===== src/rtl/mod_pkg.sv =====
// Shared types and helpers for the modulation controller.
package mod_pkg;

    typedef enum logic [1:0] {
        ASK  = 2'd0,
        FSK  = 2'd1,
        BPSK = 2'd2,
        QPSK = 2'd3
    } mod_mode_e;

    typedef enum logic [1:0] {
        WAIT_SYNC = 2'd0,
        ACTIVE    = 2'd1,
        STUCK     = 2'd2
    } ctrl_state_e;

    // Two's-complement negate of a w-bit value carried in 32 bits; the most
    // negative code maps to the most positive one instead of wrapping.
    function automatic logic signed [31:0] sat_neg(input logic signed [31:0] x,
                                                   input int unsigned       w);
        logic signed [31:0] min_v;
        min_v = -(32'sd1 <<< (w - 32'd1));
        if (x == min_v) begin
            return (32'sd1 <<< (w - 32'd1)) - 32'sd1;
        end
        return -x;
    endfunction

endpackage


===== src/rtl/edge_sync.sv =====
// Two-flop synchronizer for a slow level plus a registered rising-edge tick.
module edge_sync (
    input  logic clk,
    input  logic rst_n,
    input  logic i_level,
    output logic o_tick
);

    logic       r_sync1;
    logic       r_sync2;
    logic       r_prev;
    logic       r_tick;
    logic [1:0] r_fill;

    // r_fill marks when r_sync2 holds a real sample; until then r_prev is
    // held high so a level already high at reset release never ticks.
    always_ff @(posedge clk or negedge rst_n) begin
        if (!rst_n) begin
            r_sync1 <= 1'b0;
            r_sync2 <= 1'b0;
            r_fill  <= 2'b00;
            r_prev  <= 1'b1;
            r_tick  <= 1'b0;
        end else begin
            r_sync1 <= i_level;
            r_sync2 <= r_sync1;
            r_fill  <= {r_fill[0], 1'b1};
            r_prev  <= r_fill[1] ? r_sync2 : 1'b1;
            r_tick  <= r_fill[1] & r_sync2 & ~r_prev;
        end
    end

    assign o_tick = r_tick;

endmodule


===== src/rtl/modulation_ctrl.sv =====
// Symbol-rate modulation controller: latches a symbol and mode on each
// synchronized clk_1hz edge and forms ASK/FSK/BPSK/QPSK samples from the DDS.
module modulation_ctrl
    import mod_pkg::*;
#(
    parameter int unsigned              DATA_W    = 12,
    parameter int unsigned              PHASE_W   = 32,
    parameter logic [PHASE_W-1:0]       FSK_INC_0 = PHASE_W'(85899),
    parameter logic [PHASE_W-1:0]       FSK_INC_1 = PHASE_W'(171799)
) (
    input  logic                      CLK_50,
    input  logic                      reset_n,
    input  logic                      clk_1hz,
    input  logic [4:0]                lfsr,
    input  logic [1:0]                mod_sel,
    input  logic signed [DATA_W-1:0]  sin_in,
    input  logic signed [DATA_W-1:0]  cos_in,
    output logic [PHASE_W-1:0]        phase_inc,
    output logic signed [DATA_W-1:0]  mod_out,
    output logic                      sym_valid,
    output logic                      lfsr_stuck
);

    localparam int unsigned SUM_W = DATA_W + 1;

    logic                      w_tick;
    logic                      w_lfsr_zero;
    logic                      w_latch;

    ctrl_state_e               r_state;
    ctrl_state_e               w_state_nxt;
    logic [1:0]                r_sym_bits;
    logic [1:0]                w_bits_nxt;
    mod_mode_e                 r_active_mode;
    mod_mode_e                 w_mode_nxt;
    logic                      r_prev_zero;
    logic                      w_prev_zero_nxt;

    logic signed [DATA_W-1:0]  w_sin_neg;
    logic signed [DATA_W-1:0]  w_cos_neg;
    logic signed [DATA_W-1:0]  w_qpsk_i;
    logic signed [DATA_W-1:0]  w_qpsk_q;
    logic signed [SUM_W-1:0]   w_qsum;

    logic signed [DATA_W-1:0]  r_mod_out;
    logic signed [DATA_W-1:0]  w_mod_nxt;
    logic [PHASE_W-1:0]        r_phase_inc;
    logic [PHASE_W-1:0]        w_inc_nxt;
    logic                      r_sym_valid;
    logic                      r_lfsr_stuck;

    edge_sync u_edge_sync (
        .clk     (CLK_50),
        .rst_n   (reset_n),
        .i_level (clk_1hz),
        .o_tick  (w_tick)
    );

    assign w_lfsr_zero = (lfsr == 5'd0);

    // Next state, symbol latch and zero-history on symbol ticks.
    always_comb begin
        w_state_nxt     = r_state;
        w_bits_nxt      = r_sym_bits;
        w_mode_nxt      = r_active_mode;
        w_prev_zero_nxt = r_prev_zero;
        w_latch         = 1'b0;

        case (r_state)
            WAIT_SYNC: begin
                if (w_tick) begin
                    w_state_nxt = ACTIVE;
                    w_latch     = 1'b1;
                end
            end
            ACTIVE: begin
                if (w_tick) begin
                    if (w_lfsr_zero && r_prev_zero) begin
                        w_state_nxt = STUCK;
                    end else begin
                        w_latch = 1'b1;
                    end
                end
            end
            STUCK: begin
                if (w_tick && !w_lfsr_zero) begin
                    w_state_nxt = ACTIVE;
                    w_latch     = 1'b1;
                end
            end
            default: begin
                w_state_nxt = WAIT_SYNC;
            end
        endcase

        if (w_tick) begin
            w_prev_zero_nxt = w_lfsr_zero;
        end
        if (w_latch) begin
            w_bits_nxt = lfsr[1:0];
            w_mode_nxt = mod_mode_e'(mod_sel);
        end
    end

    // QPSK terms use the saturating negate so the DATA_W+1 sum cannot overflow.
    assign w_sin_neg = DATA_W'(sat_neg(32'(sin_in), DATA_W));
    assign w_cos_neg = DATA_W'(sat_neg(32'(cos_in), DATA_W));
    assign w_qpsk_i  = w_bits_nxt[1] ? cos_in : w_cos_neg;
    assign w_qpsk_q  = w_bits_nxt[0] ? sin_in : w_sin_neg;
    assign w_qsum    = SUM_W'(w_qpsk_i) + SUM_W'(w_qpsk_q);

    // Output values for the coming cycle, driven by the post-tick state and symbol.
    always_comb begin
        w_mod_nxt = '0;
        w_inc_nxt = FSK_INC_0;

        if (w_state_nxt == ACTIVE) begin
            case (w_mode_nxt)
                ASK:  w_mod_nxt = w_bits_nxt[0] ? sin_in : '0;
                FSK: begin
                    w_mod_nxt = sin_in;
                    w_inc_nxt = w_bits_nxt[0] ? FSK_INC_1 : FSK_INC_0;
                end
                BPSK: w_mod_nxt = w_bits_nxt[0] ? sin_in : w_sin_neg;
                QPSK: w_mod_nxt = DATA_W'(w_qsum >>> 1);
                default: w_mod_nxt = '0;
            endcase
        end
    end

    // State, symbol and output registers.
    always_ff @(posedge CLK_50 or negedge reset_n) begin
        if (!reset_n) begin
            r_state       <= WAIT_SYNC;
            r_sym_bits    <= 2'b00;
            r_active_mode <= ASK;
            r_prev_zero   <= 1'b0;
            r_mod_out     <= '0;
            r_phase_inc   <= FSK_INC_0;
            r_sym_valid   <= 1'b0;
            r_lfsr_stuck  <= 1'b0;
        end else begin
            r_state       <= w_state_nxt;
            r_sym_bits    <= w_bits_nxt;
            r_active_mode <= w_mode_nxt;
            r_prev_zero   <= w_prev_zero_nxt;
            r_mod_out     <= w_mod_nxt;
            r_phase_inc   <= w_inc_nxt;
            r_sym_valid   <= w_latch;
            r_lfsr_stuck  <= (w_state_nxt == STUCK);
        end
    end

    assign phase_inc  = r_phase_inc;
    assign mod_out    = r_mod_out;
    assign sym_valid  = r_sym_valid;
    assign lfsr_stuck = r_lfsr_stuck;

endmodule


===== config.mk =====
export PLATFORM = sky130hd
export DESIGN_NAME = modulation_ctrl
export DESIGN_NICKNAME = d
export VERILOG_FILES = /design/src/rtl/mod_pkg.sv /design/src/rtl/edge_sync.sv /design/src/rtl/modulation_ctrl.sv
export SDC_FILE = /design/constraint.sdc
export NUM_CORES = 1
export LEC_CHECK = 0
export ABC_AREA = 1
export BUFFER_PORTS_ARGS = -buffer_cell sky130_fd_sc_hd__buf_2
export CORE_ASPECT_RATIO = 1.25
export CORE_MARGIN = 4
export CORE_UTILIZATION = 54
export DETAILED_ROUTE_END_ITERATION = 12
export MAX_ROUTING_LAYER = met4
export PLACE_DENSITY = 0.82
export SYNTH_ARGS = -nofsm -noshare
export SYNTH_HDL_FRONTEND = slang
export SYNTH_SLANG_ARGS = --single-unit

===== constraint.sdc =====
create_clock -name CLK_50 -period 3.9 [get_ports CLK_50]
set_input_delay 0.195 -clock CLK_50 [delete_from_list [all_inputs] [get_ports CLK_50]]
set_output_delay 0.195 -clock CLK_50 [all_outputs]
set_load 0.05 [all_outputs]

# Yosys cells after proc, flatten, opt, wreduce, memory -nomap -nowiden
# Index checks and enable logic that the tools add are counted.
[totals] register_bits=59 latchBits=0 ramBits=0 rom_bits=0 out_inout_bits=46 elab_cells=61 mem_count=0
[classes] add_sub_neg=3 multipliers=0 div_mod_pow=0 magnitude_cmp=0 eq_ne=9 shifts=0 muxes=27 n_bitwise=3 reduce_logical=6
[op_table] cell="two-way mux 12 bit" count=8
[op_table] cell="two-way mux 18 bit" count=3
[op_table] cell="case mux 12 bit (4 select lines)" count=1
[op_table] cell="equality test 12 bit (second input constant)" count=2
[op_table] cell="negation 12 bit" count=2
[op_table] cell="adder 12 x 12 -> 13 bit" count=1
[op_table] cell="two-way mux 2 bit" count=6
[op_table] cell="equality test 2 bit (second input constant)" count=4
[op_table] cell="two-way mux 1 bit" count=7
[op_table] cell="equality test 2 x 1 -> 1 bit (second input constant)" count=3
[op_table] cell="case mux 2 bit (3 select lines)" count=1
[op_table] cell="logical NOT 5 bit" count=1
[op_table] cell="logical NOT 2 bit" count=2
[op_table] cell="case mux 1 bit (3 select lines)" count=1
[op_table] cell="AND 1 bit" count=2
[op_table] cell="logical AND 1 bit" count=2
[op_table] cell="logical NOT 1 bit" count=1
[op_table] cell="inverter 1 bit" count=1

# Depth between registers and ports, before layout
[depth] word_depth=10 ltp_mapped=24

# Cells and area by module
# Synthesis repeated with hierarchy kept, for this count alone.
[hier_totals] cells_unflattened=433 area_unflattened_um2=2959.1
[modules_own_cells] module="modulation_ctrl" instances=1 cells_per_inst=422 area_each_um2=2786.4
[modules_own_cells] module="edge_sync" instances=1 cells_per_inst=11 area_each_um2=172.7

# Worst setup path before layout
# OpenSTA, ideal clock, no wires.
[synth_timing] path_type="reg2reg" startpoint="register r_state[1]" endpoint="register r_mod_out[9] (netlist: mod_out[9])" setup_ps=113 arrival_ps=2920 required_ps=3787 setup_slack_ps=867 stages_incl_launch_ff=23 period_less_slack_ps=3033 cell_sequence="dfrtp_1 > nor3_2 > nand2_2 > nand2_4 > nand2_1 > nand2_1 > buf_2 > nor3_1 > nor3b_1 > inv_1 > ha_1 > inv_1 > nor2_1 > o21ai_0 > nand2_1 > a21oi_1 > nor2_1 > o21ai_0 > nand2_1 > o21ai_0 > o211ai_1 > nand2_1 > inv_1"
[synth_via] elab_chain_len=7 elab_cells_between_ends=22 classes_between="add/sub (1); eq/ne (6); mux (13); reduce/logical (2)"
[synth_rtl] element="start, declared" line="modulation_ctrl.sv:30" rtl="ctrl_state_e r_state;"
[synth_rtl] element="start signal, assigned" line="modulation_ctrl.sv:143" rtl="r_state <= w_state_nxt;"
[synth_rtl] element="equality test 2 bit (tied with other cells)" line="modulation_ctrl.sv:69" rtl="case (r_state)"
[synth_rtl] element="case mux 1 bit (3 select lines) (*)" line="modulation_ctrl.sv:69"
[synth_rtl] element="named net w_latch" line="modulation_ctrl.sv:28" rtl="logic w_latch;"
[synth_rtl] element="two-way mux 2 bit (*)" line="modulation_ctrl.sv:99" rtl="if (w_latch) begin"
[synth_rtl] element="named net w_bits_nxt[1]" line="modulation_ctrl.sv:33" rtl="logic [1:0] w_bits_nxt;"
[synth_rtl] element="two-way mux 12 bit (*)" line="modulation_ctrl.sv:108" rtl="assign w_qpsk_i = w_bits_nxt[1] ? cos_in : w_cos_neg;"
[synth_rtl] element="adder 12 x 12 -> 13 bit (*)" line="modulation_ctrl.sv:110" rtl="assign w_qsum = SUM_W'(w_qpsk_i) + SUM_W'(w_qpsk_q);"
[synth_rtl] element="case mux 12 bit (4 select lines) (*)" line="modulation_ctrl.sv:118" rtl="case (w_mode_nxt)"
[synth_rtl] element="two-way mux 12 bit (*)" line="modulation_ctrl.sv:117" rtl="if (w_state_nxt == ACTIVE) begin"
[synth_rtl] element="named net w_mod_nxt[9]" line="modulation_ctrl.sv:46" rtl="logic signed [DATA_W-1:0] w_mod_nxt;"
[synth_rtl] element="end signal, assigned" line="modulation_ctrl.sv:147" rtl="r_mod_out <= w_mod_nxt;"
[synth_rtl] element="end, declared" line="modulation_ctrl.sv:45" rtl="logic signed [DATA_W-1:0] r_mod_out;"
# The timed path passes the listed nets; every way through them passes the cells marked *.
# A chain may end at the register's enable or synchronous reset.

# Final worst setup path
[layout_timing] startpoint="register r_state[1]" endpoint="register r_mod_out[10] (netlist: mod_out[10])"
[layout_via] elab_chain_len=7 elab_cells_between_ends=22 classes_between="add/sub (1); eq/ne (6); mux (13); reduce/logical (2)"
[layout_rtl] element="equality test 2 bit (tied with other cells)" line="modulation_ctrl.sv:69"
[layout_rtl] element="case mux 1 bit (3 select lines) (*)" line="modulation_ctrl.sv:69"
[layout_rtl] element="named net w_latch" line="modulation_ctrl.sv:28"
[layout_rtl] element="two-way mux 2 bit" line="modulation_ctrl.sv:99"
[layout_rtl] element="two-way mux 12 bit (on tied branches)" line="modulation_ctrl.sv:108, modulation_ctrl.sv:109, modulation_ctrl.sv:124"
[layout_rtl] element="adder 12 x 12 -> 13 bit" line="modulation_ctrl.sv:110"
[layout_rtl] element="case mux 12 bit (4 select lines) (*)" line="modulation_ctrl.sv:118"
[layout_rtl] element="two-way mux 12 bit (*)" line="modulation_ctrl.sv:117"
[layout_rtl] element="named net w_mod_nxt[10]" line="modulation_ctrl.sv:46"
# Marks and branches as above.

==> impl_metrics.yaml <==
timing:
  fmax_ghz: 0.288
  worstMarginPinSlew_ns: 0.614
  finalHoldViolations: 0
  maxSlewHeadroom: 0.591
  min_period_ns: 3.48
  finalCritPeriodShare: 0.891
  fin_worst_skew_ns: 0.00544
  slew_viol_final: 0
  setup_viol: 0
  tns_ns: 0
  grt_setup_unrepaired: "false"
power_and_ir_drop:
  powerDensity_mw_per_mm2: 638
  peakVddDrop_mv: 0.260
  leakagePower_nw: 1.74
place:
  dp_hpwl_um: 6010
  io_buffers: 56
  gp_congestion: 0.940
finish:
  nets: 524
  final_util: 0.623
  area_growth_pct: 9.26
  drive_gt1_frac: 0.218
  most-common-layout-cells: "inv_1 (66), buf_2 (56), nand2_1 (53)"
  diodes: 0
  mostFrequentLayoutCell: "inv_1"
detailed_routing:
  drt_iter0_drc: 184
  totalWireLength_um: 7330
  via_per_inst: 5.35
  drc_errors: 0
  ant_nets: 0
  routedWlPerCell_um: 13.6
  drt_pass1_iterations: 5
  via_count: 2883
clock_tree:
  cts_buffers: 5
  clk-insertion-delay-late_ns: 0.28
  clock-sinks: 29
  cts_setup_buffers: 0
  htree_levels: 2
  cts_tree: "built"
  ctsLongestPathBuffers: 2
  cts-root-buf: "clkbuf_8"
  cts.clk_slew.worst_paths_ns: 0.06
worst_setup_path:
  timing_worst_setup_path_type: "reg2reg"
  crit_chain: "nor3_2, nand2_2, nand2_4, nand2_1, nand3_2, clkinv_1, nor3b_1, inv_1, ha_1, a21oi_1, o21ai_0, a221oi_1, nand3_1, nand3_1, nand2_1, nand2_1, nand2_1"
  cp.arrival_ns: 3.65
  r2r-start: "r_state[1]"
  path_buf_inv: 2
  cp_common_cell: "nand2_1"
  reg2reg_depth: 17
  cp-start-kind: "flop"
  end_kind: "flop"
  slowest_stage: "dfrtp_1"
  required_ns: 4.08
  critPathTopFamily: "simple AND/OR/NAND/NOR gates"
  critical_path.startpoint: "r_state[1]"
  cp.depth: 17
  worstPathMaxFanout: 9
  max_stage_delay_ns: 0.42
grt:
  overflow: 0
  grt_pass1_vias: 2752
  grt.total_usage: 0.228
  antenna_found_initial: 0
  grt_max_degree: 30
  grt_pass1_wl_um: 12000
worst_hold_path:
  hold_path_depth: 1
  hold_path_startpoint: "clk_1hz"
  hold_class: "in2reg"
yosys:
  postSynthAreaPerCell_um2: 7.00
  synth_edf_count: 0
  synth-seq-area-share: 0.246
  ys_async_sr_fraction: 1.00
  yosys.area.top_type: "dfrtp_1"
  synth_area_mm2: 0.00296
  ys.warnings.count: 0
  syn_inst: 423
  yosys.cell_types.count: 52
  synth_top_area_frac: 0.228
  synth_area_leaders: "dfrtp_1 (23%), inv_1 (8.4%), buf_4 (7.6%)"
  ys.flop_type: "dfrtp_1"
  ys_ff_latch: 29
floorplan:
  fp.dieH_um: 90.8
  start_util: 0.571
  core_area_mm2: 0.00519
  io_pins: 80
  die_area_mm2: 0.00674
  fp.dieW_um: 74.2
  rows: 29
status:
  status: "complete, no violations"
job:
  maxCapViolCount: 0
metal layers:
metal  up-vias  wire [µm]  track usage  share of wire
li1       1455          -            -              -
met3        13        485       0.0200          0.066
met4         0        177       0.0994          0.024
met5         -          0            -              0
met2       115       3910        0.409           0.53
met1      1300       2760        0.249           0.38
timing repair:
item	CTS	global route
hold buffers	1	0
endpoints found under the hold margin	27	0
setup endpoints to repair	0	1
gates resized for setup	0	1
cells by family after synthesis:
family	synth area share
xor+xnor	0.0118
simple gates	0.309
flops	0.246
fa+ha+maj	0.0617
compound gates	0.184
other cells	0.00254
buf+inv	0.185
worst reg2reg max path, delay by kind of cell (launching register included):
kind | cells | cell delay, ns
compound gates | 3 | 0.89
fa+ha+maj | 1 | 0.34
simple gates | 11 | 1.42
buf+inv | 2 | 0.30
flops | 1 | 0.42
layout make-up:
| class | instances | area (µm²) |
|---|---|---|
| Fill cell | 495 | 1950 |
| Clock buffer | 6 | 72.6 |
| Inverter | 74 | 287 |
| Clock inverter | 2 | 10.0 |
| Multi-Input combinational cell | 309 | 1770 |
| Timing Repair Buffer | 57 | 290 |
| Sequential cell | 29 | 728 |
| Tap cell | 62 | 77.6 |
power by group:
part,leakage [nW],switching [mW],internal (mW)
combinational,1.34,1.00,0.410
sequential,0.358,0.0262,0.384
clock,0.0450,0.115,0.123
flip-flops by register name, indices dropped and copies added, names as in the netlist:
name	cells
u_edge_sync.r_sync1	1
u_edge_sync.r_fill	2
r_sym_bits	2
mod_out	12
sym_valid	1
lfsr_stuck	1
phase_inc	2
u_edge_sync.o_tick	1
u_edge_sync.r_sync2	1
u_edge_sync.r_prev	1
r_active_mode	2
r_prev_zero	1
r_state	2
metrics by stage:
stage | area, µm² | total power [mW] | cells | setup WS, ns | hold WS, ns
2_1_floorplan | 3040 | 1.56 | 445 | 0.867 | -0.101
3_3_place_gp | 3140 | 1.78 | 530 | 0.485 | 0.232
3_5_place_dp | 3140 | 1.81 | 530 | 0.409 | 0.240
4_1_cts | 3230 | 2.06 | 539 | 0.382 | 0.0229
5_1_grt | 3230 | 2.23 | 539 | 0.0811 | 0.0234
6_report | 3230 | 2.06 | 539 | 0.425 | 0.0259
cell usage after synthesis (2+ instances only):
cell type / number
inv_1: 66
nand2_1: 54
o21ai_0: 42
nor2_1: 32
a21oi_1: 30
buf_4: 30
dfrtp_1: 27
nand3_1: 23
nor3_1: 17
ha_1: 13
nor3b_1: 10
nand2_2: 9
nor2_4: 5
o21ai_1: 5
inv_2: 4
xor2_1: 4
a22oi_1: 3
nand2_4: 3
nand3_2: 3
nand4_1: 3
nor2_2: 3
a21boi_1: 2
conb_1: 2
dfstp_2: 2
nand3b_1: 2
nand4_2: 2
o21a_1: 2
path summary, 6_finish.rpt:
kind	end	slack, ns
worst max-delay path	mod_out[10]	0.42
worst min-delay path	u_edge_sync.r_sync1	0.03
worst max register to register	mod_out[10]	0.42
worst min register to register	u_edge_sync.r_fill[1]	0.35
max in group asynchronous	u_edge_sync.r_sync1	3.01
min in group asynchronous	mod_out[1]	0.48
(Power assumes the default switching activity.)
